==> src/rtl/vdma_frame_baseaddr_ctrl.sv <==
`default_nettype none
// ============================================================================
// Module      : vdma_frame_baseaddr_ctrl
// Description : Per-channel frame-buffer base-address generator for the
//               multi-port VDMA. Each channel owns FRAME_NUM frame buffers
//               laid out back to back in DDR. The write side rotates through
//               the buffers as frames complete. The read side picks up the
//               newest completed frame when its own frame starts. With three
//               or more buffers this gives tear-free triple buffering: frames
//               are dropped or repeated, but never read while being written.
// Ports       : axi_aclk       - clock
//               axi_resetn     - asynchronous active-low reset
//               base_addr      - region base address of channel 0
//               ch_enable      - per-channel enable (low forces reset state)
//               wr_frame_done  - per-channel 1-cycle pulse, write frame done
//               rd_frame_start - per-channel 1-cycle pulse, read frame start
//               wr_baseaddr    - packed per-channel write frame base address
//               rd_baseaddr    - packed per-channel read frame base address
//               wr_idx         - packed per-channel write buffer index (3 b)
//               rd_idx         - packed per-channel read buffer index (3 b)
//               frame_drop     - per-channel pulse, ready frame overwritten
// Revision    : 1.0 - initial release
// ============================================================================
module vdma_frame_baseaddr_ctrl #(
    parameter int ASIZE      = 29,
    parameter int CH_NUM     = 8,
    parameter int FRAME_NUM  = 3,
    parameter int FRAME_STEP = 2211840,
    parameter int CH_STEP    = FRAME_STEP * FRAME_NUM
) (
    input  logic                    axi_aclk,
    input  logic                    axi_resetn,
    input  logic [ASIZE-1:0]        base_addr,
    input  logic [CH_NUM-1:0]       ch_enable,
    input  logic [CH_NUM-1:0]       wr_frame_done,
    input  logic [CH_NUM-1:0]       rd_frame_start,
    output logic [CH_NUM*ASIZE-1:0] wr_baseaddr,
    output logic [CH_NUM*ASIZE-1:0] rd_baseaddr,
    output logic [CH_NUM*3-1:0]     wr_idx,
    output logic [CH_NUM*3-1:0]     rd_idx,
    output logic [CH_NUM-1:0]       frame_drop
);

    // Highest buffer index; the read and ready pointers start here so that
    // the first write buffer (0) is never the one being read.
    localparam logic [2:0]  c_last_ptr   = 3'(FRAME_NUM - 1);
    // With only two buffers the writer cannot avoid the reader, so the
    // collision skip is disabled and tearing is accepted.
    localparam bit          c_skip_en    = (FRAME_NUM >= 3);
    localparam logic [63:0] c_frame_step = 64'(FRAME_STEP);

    // Modulo-FRAME_NUM increment of a buffer pointer.
    function automatic logic [2:0] f_inc(input logic [2:0] p);
        return (p >= c_last_ptr) ? 3'd0 : p + 3'd1;
    endfunction

    generate
        for (genvar n = 0; n < CH_NUM; n++) begin : g_ch
            // Offset of this channel's region from base_addr; widened to
            // 64 bits so the product cannot overflow before truncation.
            localparam logic [63:0] c_ch_off = 64'(n) * 64'(CH_STEP);

            // Pointer state
            logic [2:0]       r_wr_ptr;
            logic [2:0]       r_rd_ptr;
            logic [2:0]       r_rdy_ptr;
            logic             r_rdy_vld;

            // Next-state pointers
            logic [2:0]       w_wr_nxt;
            logic [2:0]       w_rd_nxt;
            logic [2:0]       w_rdy_nxt;
            logic             w_rdy_vld_nxt;
            logic             w_drop;
            logic [2:0]       w_c1;

            // Address datapath
            logic [ASIZE-1:0] w_ch_base;
            logic [ASIZE-1:0] w_wr_addr;
            logic [ASIZE-1:0] w_rd_addr;

            // Registered outputs
            logic [ASIZE-1:0] r_wr_addr;
            logic [ASIZE-1:0] r_rd_addr;
            logic [2:0]       r_wr_idx;
            logic [2:0]       r_rd_idx;
            logic             r_drop;

            always_comb begin
                w_wr_nxt      = r_wr_ptr;
                w_rd_nxt      = r_rd_ptr;
                w_rdy_nxt     = r_rdy_ptr;
                w_rdy_vld_nxt = r_rdy_vld;
                w_drop        = 1'b0;
                w_c1          = f_inc(r_wr_ptr);

                if (!ch_enable[n]) begin
                    // Disabled channel is held in its reset state.
                    w_wr_nxt      = 3'd0;
                    w_rd_nxt      = c_last_ptr;
                    w_rdy_nxt     = c_last_ptr;
                    w_rdy_vld_nxt = 1'b0;
                end else if (wr_frame_done[n] && rd_frame_start[n]) begin
                    // Reader takes the frame that just finished; any older
                    // ready frame is abandoned. Writer moves on by one, which
                    // can never collide because the reader now sits on the
                    // old write buffer.
                    w_rd_nxt      = r_wr_ptr;
                    w_rdy_vld_nxt = 1'b0;
                    w_wr_nxt      = w_c1;
                    w_drop        = r_rdy_vld;
                end else if (wr_frame_done[n]) begin
                    // Publish the finished frame. If a previously published
                    // frame was never picked up, it is lost.
                    w_rdy_nxt     = r_wr_ptr;
                    w_rdy_vld_nxt = 1'b1;
                    w_drop        = r_rdy_vld;
                    // The reader does not move this cycle, so its current
                    // pointer is its next-state pointer.
                    if (c_skip_en && (w_c1 == r_rd_ptr)) begin
                        w_wr_nxt = f_inc(w_c1);
                    end else begin
                        w_wr_nxt = w_c1;
                    end
                end else if (rd_frame_start[n]) begin
                    // No new frame published: keep reading the same buffer
                    // (frame repeat).
                    if (r_rdy_vld) begin
                        w_rd_nxt      = r_rdy_ptr;
                        w_rdy_vld_nxt = 1'b0;
                    end
                end
            end

            assign w_ch_base = base_addr + ASIZE'(c_ch_off);
            assign w_wr_addr = w_ch_base + ASIZE'(64'(w_wr_nxt) * c_frame_step);
            assign w_rd_addr = w_ch_base + ASIZE'(64'(w_rd_nxt) * c_frame_step);

            always_ff @(posedge axi_aclk or negedge axi_resetn) begin
                if (!axi_resetn) begin
                    r_wr_ptr  <= 3'd0;
                    r_rd_ptr  <= c_last_ptr;
                    r_rdy_ptr <= c_last_ptr;
                    r_rdy_vld <= 1'b0;
                end else begin
                    r_wr_ptr  <= w_wr_nxt;
                    r_rd_ptr  <= w_rd_nxt;
                    r_rdy_ptr <= w_rdy_nxt;
                    r_rdy_vld <= w_rdy_vld_nxt;
                end
            end

            // Outputs are loaded from the next-state pointers every cycle,
            // so they follow both strobes and base_addr changes one clock
            // later, and hold zero throughout reset.
            always_ff @(posedge axi_aclk or negedge axi_resetn) begin
                if (!axi_resetn) begin
                    r_wr_addr <= '0;
                    r_rd_addr <= '0;
                    r_wr_idx  <= 3'd0;
                    r_rd_idx  <= 3'd0;
                    r_drop    <= 1'b0;
                end else begin
                    r_wr_addr <= w_wr_addr;
                    r_rd_addr <= w_rd_addr;
                    r_wr_idx  <= w_wr_nxt;
                    r_rd_idx  <= w_rd_nxt;
                    r_drop    <= w_drop;
                end
            end

            assign wr_baseaddr[n*ASIZE +: ASIZE] = r_wr_addr;
            assign rd_baseaddr[n*ASIZE +: ASIZE] = r_rd_addr;
            assign wr_idx[n*3 +: 3]              = r_wr_idx;
            assign rd_idx[n*3 +: 3]              = r_rd_idx;
            assign frame_drop[n]                 = r_drop;
        end
    endgenerate

endmodule
`default_nettype wire

==> config.mk <==
export PLATFORM = sky130hd
export DESIGN_NAME = vdma_frame_baseaddr_ctrl
export DESIGN_NICKNAME = d
export VERILOG_FILES = /design/src/rtl/vdma_frame_baseaddr_ctrl.sv
export SDC_FILE = /design/constraint.sdc
export NUM_CORES = 1
export LEC_CHECK = 0
export CORE_UTILIZATION = 47
export DETAILED_ROUTE_END_ITERATION = 10
export GPL_ROUTABILITY_DRIVEN = 0
export GPL_TIMING_DRIVEN = 1
export PLACE_DENSITY = 0.79
export SLEW_MARGIN = 10
export SYNTH_ARGS = -nofsm -noshare
export SYNTH_HDL_FRONTEND = slang
export SYNTH_SLANG_ARGS = --single-unit
==> constraint.sdc <==
create_clock -name axi_aclk -period 4.92 [get_ports axi_aclk]
set_input_delay 0.984 -clock axi_aclk [delete_from_list [all_inputs] [get_ports axi_aclk]]
set_output_delay 0.984 -clock axi_aclk [all_outputs]
set_load 0.005 [all_outputs]
==> results.json, run 1 <==
{
  "status": "complete, but fails checks",
  "violations": "setup timing",
  "max-cap-violations": 0,
  "syn_inst": 2578,
  "areaGrowthSynthToFinish_pct": 40.69,
  "synth.net_count": 2948,
  "wirelength_um": 84480,
  "antenna_left": 0,
  "postSynthAreaPerCell_um2": 9.718,
  "drt_pass1_iterations": 7,
  "rows": 84,
  "dpl.cell_count": 3869,
  "via_per_inst": 5.499,
  "ff2ff_path_depth": 23,
  "synth_area_leaders": "dfrtp_1, ha_1, xnor2_1",
  "rsz0062_at_grt": "yes",
  "min_period_over_period": 1.026,
  "grt_usage": 0.2969,
  "die_area_mm2": 0.05423,
  "max_freq_ghz": 0.1980,
  "overflow": 0,
  "synth_top_family_by_area": "adder cells",
  "maxSlewHeadroom": 0.2300,
  "io_pins": 575,
  "cp_max_fo": 4,
  "startpoint_type": "register",
  "htreeDepth": 2,
  "synth_top_cell_by_area": "dfrtp_1",
  "async_flop_share": 1.000,
  "final_cell_mix": "clkdlybuf4s50_1, buf_4, dfrtp_1",
  "core-area_mm2": 0.05266,
  "ir_worst_vdd_mv": 0.3340,
  "first_global_vias": 21920,
  "whs_ns": 0.4404,
  "fin_area_mm2": 0.03525,
  "place_area_mm2": 0.03220,
  "ys.flop_type": "dfrtp_1",
  "period_minus_slack_ns": 5.050,
  "grt_max_degree": 102,
  "setup_viol": 12,
  "clock_sinks": 350,
  "seq_area_frac_synth": 0.3504,
  "synth_xor_xnor_area_share": 0.1066,
  "synth_fa_ha_area_frac": 0.1763,
  "fin_cells": 4001,
  "yosysWarnings": 0,
  "critPathMaxStageDelay_ns": 0.52,
  "antenna_found_initial": 2,
  "drtIter0Drc": 1604,
  "worstPathArrival_ns": 5.48,
  "setup_slack_ns": -0.1297,
  "slowest_stage": "fa_1",
  "die-height_um": 232.9,
  "post-dp-hpwl_um": 62200,
  "synth_top_area_frac": 0.3336,
  "crit_chain": "ha_4, or3_4, nor2_4, xnor2_2, nand3_2, nor3_4, buf_4, inv_2, o221ai_2, nand3_2, fa_1, inv_2, ha_4, fa_2, ha_4, o21a_1, a21oi_2, o21ai_2, a31oi_1, nor2b_1, o21a_1, o21ai_2, xnor2_2",
  "synth_simple_gate_area_share": 0.1253,
  "clk_latency_ns": 0.57,
  "cts_tree": "yes",
  "clk_path_buf_depth": 3,
  "num_vias": 22000,
  "synthMuxAreaShare": 0.01778,
  "hold_violations": 0,
  "num-nets-final": 3649,
  "drc_errors": 0,
  "wl_per_cell_um": 21.12,
  "synth-edff-count": 0,
  "fin_skew_ns": 0.01500,
  "grt_first_pass_wirelength_um": 123200,
  "combinationalPowerShare": 0.428,
  "clk_pin_slew_ns": 0.06,
  "start_util": 0.4758,
  "ctsHoldBuffers": 0,
  "layout_commonest_cell": "clkdlybuf4s50_1",
  "path_common_cell": "ha_4",
  "power_density_mw_per_mm2": 355.3,
  "intPower_mw": 8.384,
  "worstPathRequired_ns": 5.35,
  "numCtsBuffers": 41,
  "ys_ff_latch": 350,
  "ys_types": 77,
  "endpoint_kind": "register",
  "drv_slew": 0,
  "hp-class": "input port to asynchronous set/reset pin",
  "pre_cts_slack_ns": -0.5422,
  "p_sw_mw": 4.140,
  "portBuffers": 574,
  "fp.dieW_um": 232.9,
  "crit_type": "register to register",
  "synth-compound-area-share": 0.1185,
  "drive_above_1_share": 0.2156,
  "tns_ns": -0.9411,
  "clockRootBuffer": "clkbuf_16",
  "worst_pin_slew_ns": 1.151,
  "pwr-share-seq": 0.306,
  "switching_share": 0.3306,
  "leakagePower_nw": 16.40,
  "clkPwrFrac": 0.265,
  "syn-cell-area_mm2": 0.02505
}
-- state kept, by name (all words and copies together), names as in the netlist --
register        cells
g_ch.r_drop         8
g_ch.r_rd_addr    134
g_ch.r_rd_ptr       8
g_ch.r_wr_addr    120
g_ch.r_wr_idx      24
g_ch.r_rdy_vld      8
g_ch.r_rdy_ptr     24
g_ch.r_rd_idx      24
-- through the flow --
| step | total power [mW] | util |
|---|---|---|
| after CTS | 12.25 | 0.6509 |
| after global placement | 8.515 | 0.6115 |
| after floorplan | 6.014 | - |
| after detailed placement | 8.677 | 0.6115 |
| final | 12.52 | 0.6694 |
| after global routing | 13.13 | 0.6694 |
-- synthesized netlist by cell type, types with 7 or more instances --
| cell type | n |
|---|---|
| dfrtp_1 | 334 |
| ha_1 | 253 |
| buf_4 | 234 |
| xnor2_1 | 203 |
| nor2_1 | 170 |
| inv_1 | 165 |
| nand2_1 | 147 |
| a21oi_1 | 123 |
| xor2_1 | 100 |
| o21ai_0 | 89 |
| nor2b_1 | 70 |
| fa_1 | 62 |
| clkbuf_1 | 46 |
| nand2b_1 | 46 |
| a21o_1 | 45 |
| nand3_1 | 43 |
| mux2i_1 | 40 |
| nor3_1 | 39 |
| and2_1 | 27 |
| o21ai_1 | 25 |
| o21a_1 | 23 |
| a31oi_1 | 22 |
| and3_1 | 22 |
| o21bai_1 | 21 |
| or3_1 | 17 |
| dfstp_2 | 16 |
| o211ai_1 | 15 |
| nor3b_1 | 12 |
| or2_2 | 9 |
| buf_1 | 8 |
| a31o_2 | 7 |
| nand3b_1 | 7 |
| o22ai_1 | 7 |
| o31a_1 | 7 |
-- final cells by class --
type	instances	area, µm²
repair buffers	950	8600
flip-flops and latches	350	8782
fillers	3688	17410
inverters	172	650.6
diodes	1	2.502
clock buffers	52	1170
multi-input cells	1764	14870
clock inverters	24	310.3
well taps	688	860.8
-- cell families after synthesis --
| kind of cell | Yosys count |
|---|---|
| AND/OR/NAND/NOR | 636 |
| AO/OA/AOI/OAI | 464 |
| XOR/XNOR | 304 |
| flip-flops | 350 |
| adder cells (fa/ha/maj) | 316 |
| buffers and inverters | 464 |
| multiplexers | 44 |
-- layer usage --
metal	up-vias	share of wire	GRT usage	wire, µm
li1	9865	-	-	-
met1	10840	0.39	0.3683	32850
met2	1025	0.49	0.5021	41380
met3	268	0.071	0.05147	6001
met4	2	0.050	0.1362	4244
met5	-	0.00013	0	11
-- power groups by stage --
stage / clock, mW / sequential, mW / combinational, mW
final: 3.32 / 3.84 / 5.37
after CTS: 3.37 / 3.83 / 5.05
after floorplan: 0 / 3.82 / 2.19
after global placement: 0 / 3.86 / 4.65
after global routing: 3.49 / 3.88 / 5.76
after detailed placement: 0 / 3.86 / 4.82
-- timing repair --
| item | 4_1_cts | 5_1_grt |
|---|---|---|
| buffers inserted | 33 | 26 |
| cloned | 0 | 0 |
| pin swaps | 74 | 131 |
| gates resized for setup | 85 | 177 |
| setup endpoints to repair | 48 | 71 |
-- critical path: cells and delay by family (launching register included) --
kind	cells	cell delay [ns]
fa+ha+maj	5	1.65
xor+xnor	2	0.31
compound gates	7	0.92
simple gates	6	1.33
buf+inv	3	0.26
flops	1	0.43
-- worst paths after layout --
path,from,to,slack [ns]
max,g_ch[3].r_wr_idx[1],g_ch[3].r_wr_addr[25],-0.13
min,axi_resetn,g_ch[7].r_rd_addr[12],0.44
max reg2reg,g_ch[3].r_wr_idx[1],g_ch[3].r_wr_addr[25],-0.13
min reg2reg,g_ch[4].r_rdy_ptr[2],g_ch[4].r_rdy_ptr[2],0.52
max in group asynchronous,axi_resetn,g_ch[7].r_rdy_ptr[1],3.28
min in group axi_aclk,g_ch[4].r_rdy_ptr[2],g_ch[4].r_rdy_ptr[2],0.52
(Power assumes the default switching activity.)
==> run 2, diff against run 1 <==
CORE_MARGIN = 2   (was unset)
==> run 2 against run 1 <==
Net effect: the flow still finishes with violations (setup timing); clock skew rose by 0.0024 ns; global-route usage fell by 1.1 points; first-iteration DRC count fell by 9.2%; flip-flop and latch count did not move; critical endpoint is now g_ch[4].r_wr_addr[26]; critical path depth fell by 1; power barely moved.
==> results.json, run 2 (synthesis results as in run 1) <==
{
  "status": "complete, but fails checks",
  "violations": "setup timing",
  "clockRootBuffer": "clkbuf_16",
  "startpoint_type": "register",
  "io_pins": 575,
  "worstPathArrival_ns": 5.61,
  "worst_pin_slew_ns": 0.8825,
  "ff2ff_path_depth": 22,
  "largest-register": "g_ch.r_rd_addr",
  "grt_max_degree": 113,
  "drt_pass1_iterations": 6,
  "final_cell_mix": "clkdlybuf4s50_1, buf_4, dfrtp_1",
  "setup_slack_ns": -0.2594,
  "drtIter0Drc": 1457,
  "numCtsBuffers": 41,
  "hp-class": "input port to asynchronous set/reset pin",
  "num_vias": 21900,
  "grt_usage": 0.2860,
  "die-height_um": 234.9,
  "diodes": 0,
  "grt_first_pass_wirelength_um": 124400,
  "antenna_left": 0,
  "rsz0062_at_grt": "yes",
  "fp.dieW_um": 234.9,
  "clk_path_buf_depth": 3,
  "max-cap-violations": 0,
  "core-area_mm2": 0.05266,
  "crit_type": "register to register",
  "leakagePower_nw": 16.35,
  "overflow": 0,
  "htreeDepth": 2,
  "die_area_mm2": 0.05517,
  "power_density_mw_per_mm2": 356.5,
  "hold_violations": 0,
  "fin_skew_ns": 0.01740,
  "start_util": 0.4758,
  "antenna_found_initial": 6,
  "fin_area_mm2": 0.03512,
  "areaGrowthSynthToFinish_pct": 40.19,
  "ctsHoldBuffers": 0,
  "reg2reg_slack_ns": -0.26,
  "clock_sinks": 350,
  "rows": 84,
  "cts_tree": "yes",
  "maxSlewHeadroom": 0.4117,
  "power_mw": 12.52,
  "worstPathRequired_ns": 5.35,
  "clk_pin_slew_ns": 0.06,
  "max_freq_ghz": 0.1931,
  "drv_slew": 0,
  "setup_viol": 18,
  "post-dp-hpwl_um": 62130,
  "cp_max_fo": 3,
  "first_global_vias": 22020,
  "wl_per_cell_um": 21.03,
  "crit_chain": "ha_4, or4_4, ha_4, a21oi_2, or3b_1, o211ai_2, nand2_2, xnor2_2, ha_4, ha_4, fa_2, xnor2_2, ha_1, buf_6, o21ai_2, o21bai_1, a21oi_2, nor2_1, maj3_2, nand3b_1, a21oi_2, xnor2_1",
  "place_area_mm2": 0.03224,
  "wirelength_um": 84050,
  "path_common_cell": "ha_4",
  "critPathMaxStageDelay_ns": 0.54,
  "num-nets-final": 3645,
  "ir_worst_vdd_mv": 0.3356,
  "top_regs": "g_ch.r_rd_addr: 134 flops, g_ch.r_wr_addr: 120 flops",
  "fin_cells": 3996,
  "endpoint_kind": "register",
  "drc_errors": 0,
  "clk_latency_ns": 0.57,
  "slowest_stage": "or4_4",
  "via_per_inst": 5.480,
  "layout_commonest_cell": "clkdlybuf4s50_1",
  "portBuffers": 574,
  "drive_above_1_share": 0.2107,
  "min_period_over_period": 1.053,
  "dpl.cell_count": 3873,
  "final_util": 0.6670,
  "period_minus_slack_ns": 5.179,
  "largest_reg_flops": 134
}
## run 2: area by class of cell
class,count,area [µm²]
clock buffers,56,1215
clock inverters,20,271.5
fillers,3701,17530
inverters,172,650.6
multi-input cells,1764,14770
flip-flops and latches,350,8785
well taps,688,860.8
repair buffers,946,8574
## run 2: through the flow
stage | worst slack, ns | setup TNS, ns | hold slack, ns
5_1_grt | -0.4192 | -5.472 | 0.5640
3_3_place_gp | -0.3351 | -10.31 | 0.5161
2_1_floorplan | -0.02126 | -0.02401 | 0.4855
4_1_cts | -0.08105 | -0.2456 | 0.5183
6_report | -0.2594 | -2.259 | 0.4860
3_5_place_dp | -0.4785 | -22.10 | 0.5406
## run 2: worst max-delay path, delay by kind of cell (launching register included)
family	cells	cell delay [ns]
xor gates and xnor gates	3	0.58
buffers and inverters	1	0.14
DFF	1	0.43
adders and majority gates	7	1.83
and+or+nand+nor	5	1.29
AOI/OAI and AO/OA	6	0.77
## run 2: where the power goes
group	leakage [nW]	switching [mW]	total, mW	internal, mW
combinational	11.4	2.48	5.35	2.87
sequential	4.17	0.326	3.81	3.49
clock	0.737	1.31	3.36	2.05
## run 2: what timing repair did
item	in CTS	in global routing
resized for setup	79	165
gates cloned	0	0
setup endpoints to repair	42	68
pin swaps	41	117
setup buffers	18	29
endpoints found under the hold margin	0	0
## run 2: per-layer routing
| layer | routed length [µm] | share of wire | vias to the layer above | track usage |
|---|---|---|---|---|
| met3 | 6196 | 0.074 | 292 | 0.05357 |
| li1 | - | - | 9837 | - |
| met1 | 32350 | 0.38 | 10700 | 0.3486 |
| met4 | 4410 | 0.052 | 12 | 0.1297 |
| met2 | 41020 | 0.49 | 1058 | 0.4911 |
| met5 | 80 | 0.00095 | - | 0 |
## run 2: final timing paths
check,end,startpoint
worst max-delay path,g_ch[4].r_wr_addr[26],g_ch[4].r_wr_idx[1]
worst min-delay path,g_ch[7].r_rd_addr[7],axi_resetn
worst max register to register,g_ch[4].r_wr_addr[26],g_ch[4].r_wr_idx[1]
worst min register to register,g_ch[4].r_rdy_ptr[1],g_ch[4].r_rdy_ptr[1]
max in group asynchronous,g_ch[2].r_rdy_ptr[1],axi_resetn
min in group axi_aclk,g_ch[4].r_rdy_ptr[1],g_ch[4].r_rdy_ptr[1]
==> run 3, diff against run 2 <==
CORE_MARGIN = 4   (was 2)
clock period = 4.45 ns   (was 4.92 ns; I/O delays follow)
==> run 3 against run 2 <==
Net effect: the flow still finishes with violations (setup timing); global-route usage hardly changed; combinational power increased by 22%; sequential share of layout area down 1.2 points; highest routed layer unchanged; cell area rose by 5.3%; hold slack got worse by 0.24 ns; die area up 3.4%; routed wire length is 5.5% higher.
==> results.json, run 3 (synthesis results as in run 1) <==
{
  "pre_cts_slack_ns": -0.7947,
  "core-area_mm2": 0.05266,
  "hold_violations": 0,
  "start_util": 0.4758,
  "endpoint_kind": "register",
  "htreeDepth": 2,
  "worstPathArrival_ns": 5.63,
  "status": "complete, but fails checks",
  "period_minus_slack_ns": 5.135,
  "via_per_inst": 5.458,
  "power_density_mw_per_mm2": 379.9,
  "wl_per_cell_um": 21.45,
  "largest_reg_flops": 134,
  "wirelength_um": 88640,
  "drive_above_1_share": 0.2778,
  "max_freq_ghz": 0.1948,
  "leakagePower_nw": 17.39,
  "fin_skew_ns": 0.02023,
  "cp_max_fo": 3,
  "fin_cells": 4133,
  "worstPathRequired_ns": 4.94,
  "diodes": 0,
  "rsz0062_at_grt": "yes",
  "clk_latency_ns": 0.57,
  "pwr-share-seq": 0.299,
  "intPower_mw": 9.288,
  "clkPwrFrac": 0.237,
  "grt_usage": 0.2856,
  "startpoint_type": "register",
  "whs_ns": 0.2479,
  "grt_max_degree": 103,
  "antenna_found_initial": 2,
  "antenna_left": 0,
  "areaGrowthSynthToFinish_pct": 47.69,
  "tns_ns": -19.31,
  "ir_worst_vdd_mv": 0.3779,
  "die_area_mm2": 0.05706,
  "drtIter0Drc": 1235,
  "p_sw_mw": 4.768,
  "clk_pin_slew_ns": 0.06,
  "largest-register": "g_ch.r_rd_addr",
  "max-cap-violations": 0,
  "combinationalPowerShare": 0.464,
  "drt_pass1_iterations": 7,
  "num-nets-final": 3783,
  "layout_commonest_cell": "clkdlybuf4s50_1",
  "final_cell_mix": "clkdlybuf4s50_1, buf_4, dfrtp_1",
  "min_period_over_period": 1.154,
  "dpl.cell_count": 3975,
  "num_vias": 22560,
  "portBuffers": 574,
  "clk_path_buf_depth": 3,
  "drc_errors": 0,
  "first_global_vias": 23230,
  "worst_pin_slew_ns": 1.173,
  "ctsHoldBuffers": 0,
  "fp.dieW_um": 238.9,
  "setup_viol": 65,
  "die-height_um": 238.9,
  "maxSlewHeadroom": 0.2155,
  "io_pins": 575,
  "post-dp-hpwl_um": 64920,
  "cts_tree": "yes",
  "top_regs": "g_ch.r_rd_addr: 134 flops, g_ch.r_wr_addr: 120 flops",
  "clock_sinks": 350,
  "hp-class": "input port to asynchronous set/reset pin",
  "drv_slew": 0,
  "grt_first_pass_wirelength_um": 129000,
  "crit_type": "register to register",
  "clockRootBuffer": "clkbuf_16",
  "rows": 84,
  "switching_share": 0.3392,
  "violations": "setup timing",
  "overflow": 0,
  "setup_slack_ns": -0.6846,
  "numCtsBuffers": 40
}
==> run 3: changes by cell type in the layout (fill, tap and decap cells not counted), moves of 8 or more <==
cell,change
a21oi_1,-16
a21oi_2,+8
a21oi_4,+8
buf_4,+117
buf_6,+19
clkdlybuf4s50_1,-17
dlymetal6s2s_1,+11
inv_1,-9
nor2_1,-9
nor2b_1,-8
o21ai_0,-12
xnor2_1,-26
xnor2_2,+21
==> run 3: through the flow <==
step	utilization	cell area (µm²)	total power, mW
CTS	0.6810	35860	13.67
finish	0.7027	37000	14.06
global placement	0.6360	33490	9.748
global route	0.7027	37000	14.72
floorplan	-	25630	6.782
detailed placement	0.6360	33490	9.943
==> run 3: power groups by stage <==
stage	Clock [mW]	Combinational (mW)	Sequential (mW)
6_report	3.33	6.53	4.20
5_1_grt	3.50	6.97	4.25
4_1_cts	3.37	6.10	4.20
3_5_place_dp	0	5.71	4.23
3_3_place_gp	0	5.51	4.24
2_1_floorplan	0	2.54	4.24
==> run 3: repair_timing <==
action                     in CTS  in global routing
buffers inserted               50                 52
resized for setup             153                186
setup endpoints to repair      83                123
pin swaps                      95                153
==> run 3: layer usage <==
layer	track usage	routed length, µm	vias to the layer above
met2	0.5018	44800	997
met3	0.04834	6224	252
met5	0	7	-
met4	0.1078	3929	2
li1	-	-	10130
met1	0.3529	33680	11180
==> run 3: worst max-delay path, cell delays in order, from the launching register on <==
cell and delay, ns:
dfrtp_2 0.46, ha_4 0.18, or3_4 0.41, nor2_4 0.14, xor2_2 0.10, buf_4 0.15, buf_4 0.12, nor3_1 0.19
nand3_1 0.13, a31oi_2 0.24, nand2_1 0.15, fa_1 0.53, inv_2 0.05, ha_4 0.16, fa_2 0.54, ha_4 0.20
buf_6 0.11, o21ai_4 0.07, a21boi_2 0.10, o21ai_2 0.18, a21oi_2 0.11, o41ai_4 0.38, buf_4 0.18, xor2_1 0.15
==> run 3: area by class of cell <==
class	count	area, µm²
timing repair buffer	1085	9748
sequential	350	8793
inverter	172	655.6
multi-input combinational	1764	15630
fill	3448	15650
tap	688	860.8
clock buffer	53	1152
clock inverter	21	162.7
==> run 3: final timing paths <==
check | start | end | slack (ns) | cells past startpoint
worst max-delay path | g_ch[5].r_wr_idx[1] | g_ch[5].r_wr_addr[24] | -0.68 | 23
worst max register to register | g_ch[5].r_wr_idx[1] | g_ch[5].r_wr_addr[24] | -0.68 | 23
max in group asynchronous | axi_resetn | g_ch[6].r_rd_addr[26] | 3.12 | 3
worst min-delay path | axi_resetn | g_ch[1].r_wr_idx[1] | 0.25 | 1
min in group axi_aclk | g_ch[4].r_rdy_ptr[0] | g_ch[4].r_rdy_ptr[0] | 0.54 | 2
worst min register to register | g_ch[4].r_rdy_ptr[0] | g_ch[4].r_rdy_ptr[0] | 0.54 | 2
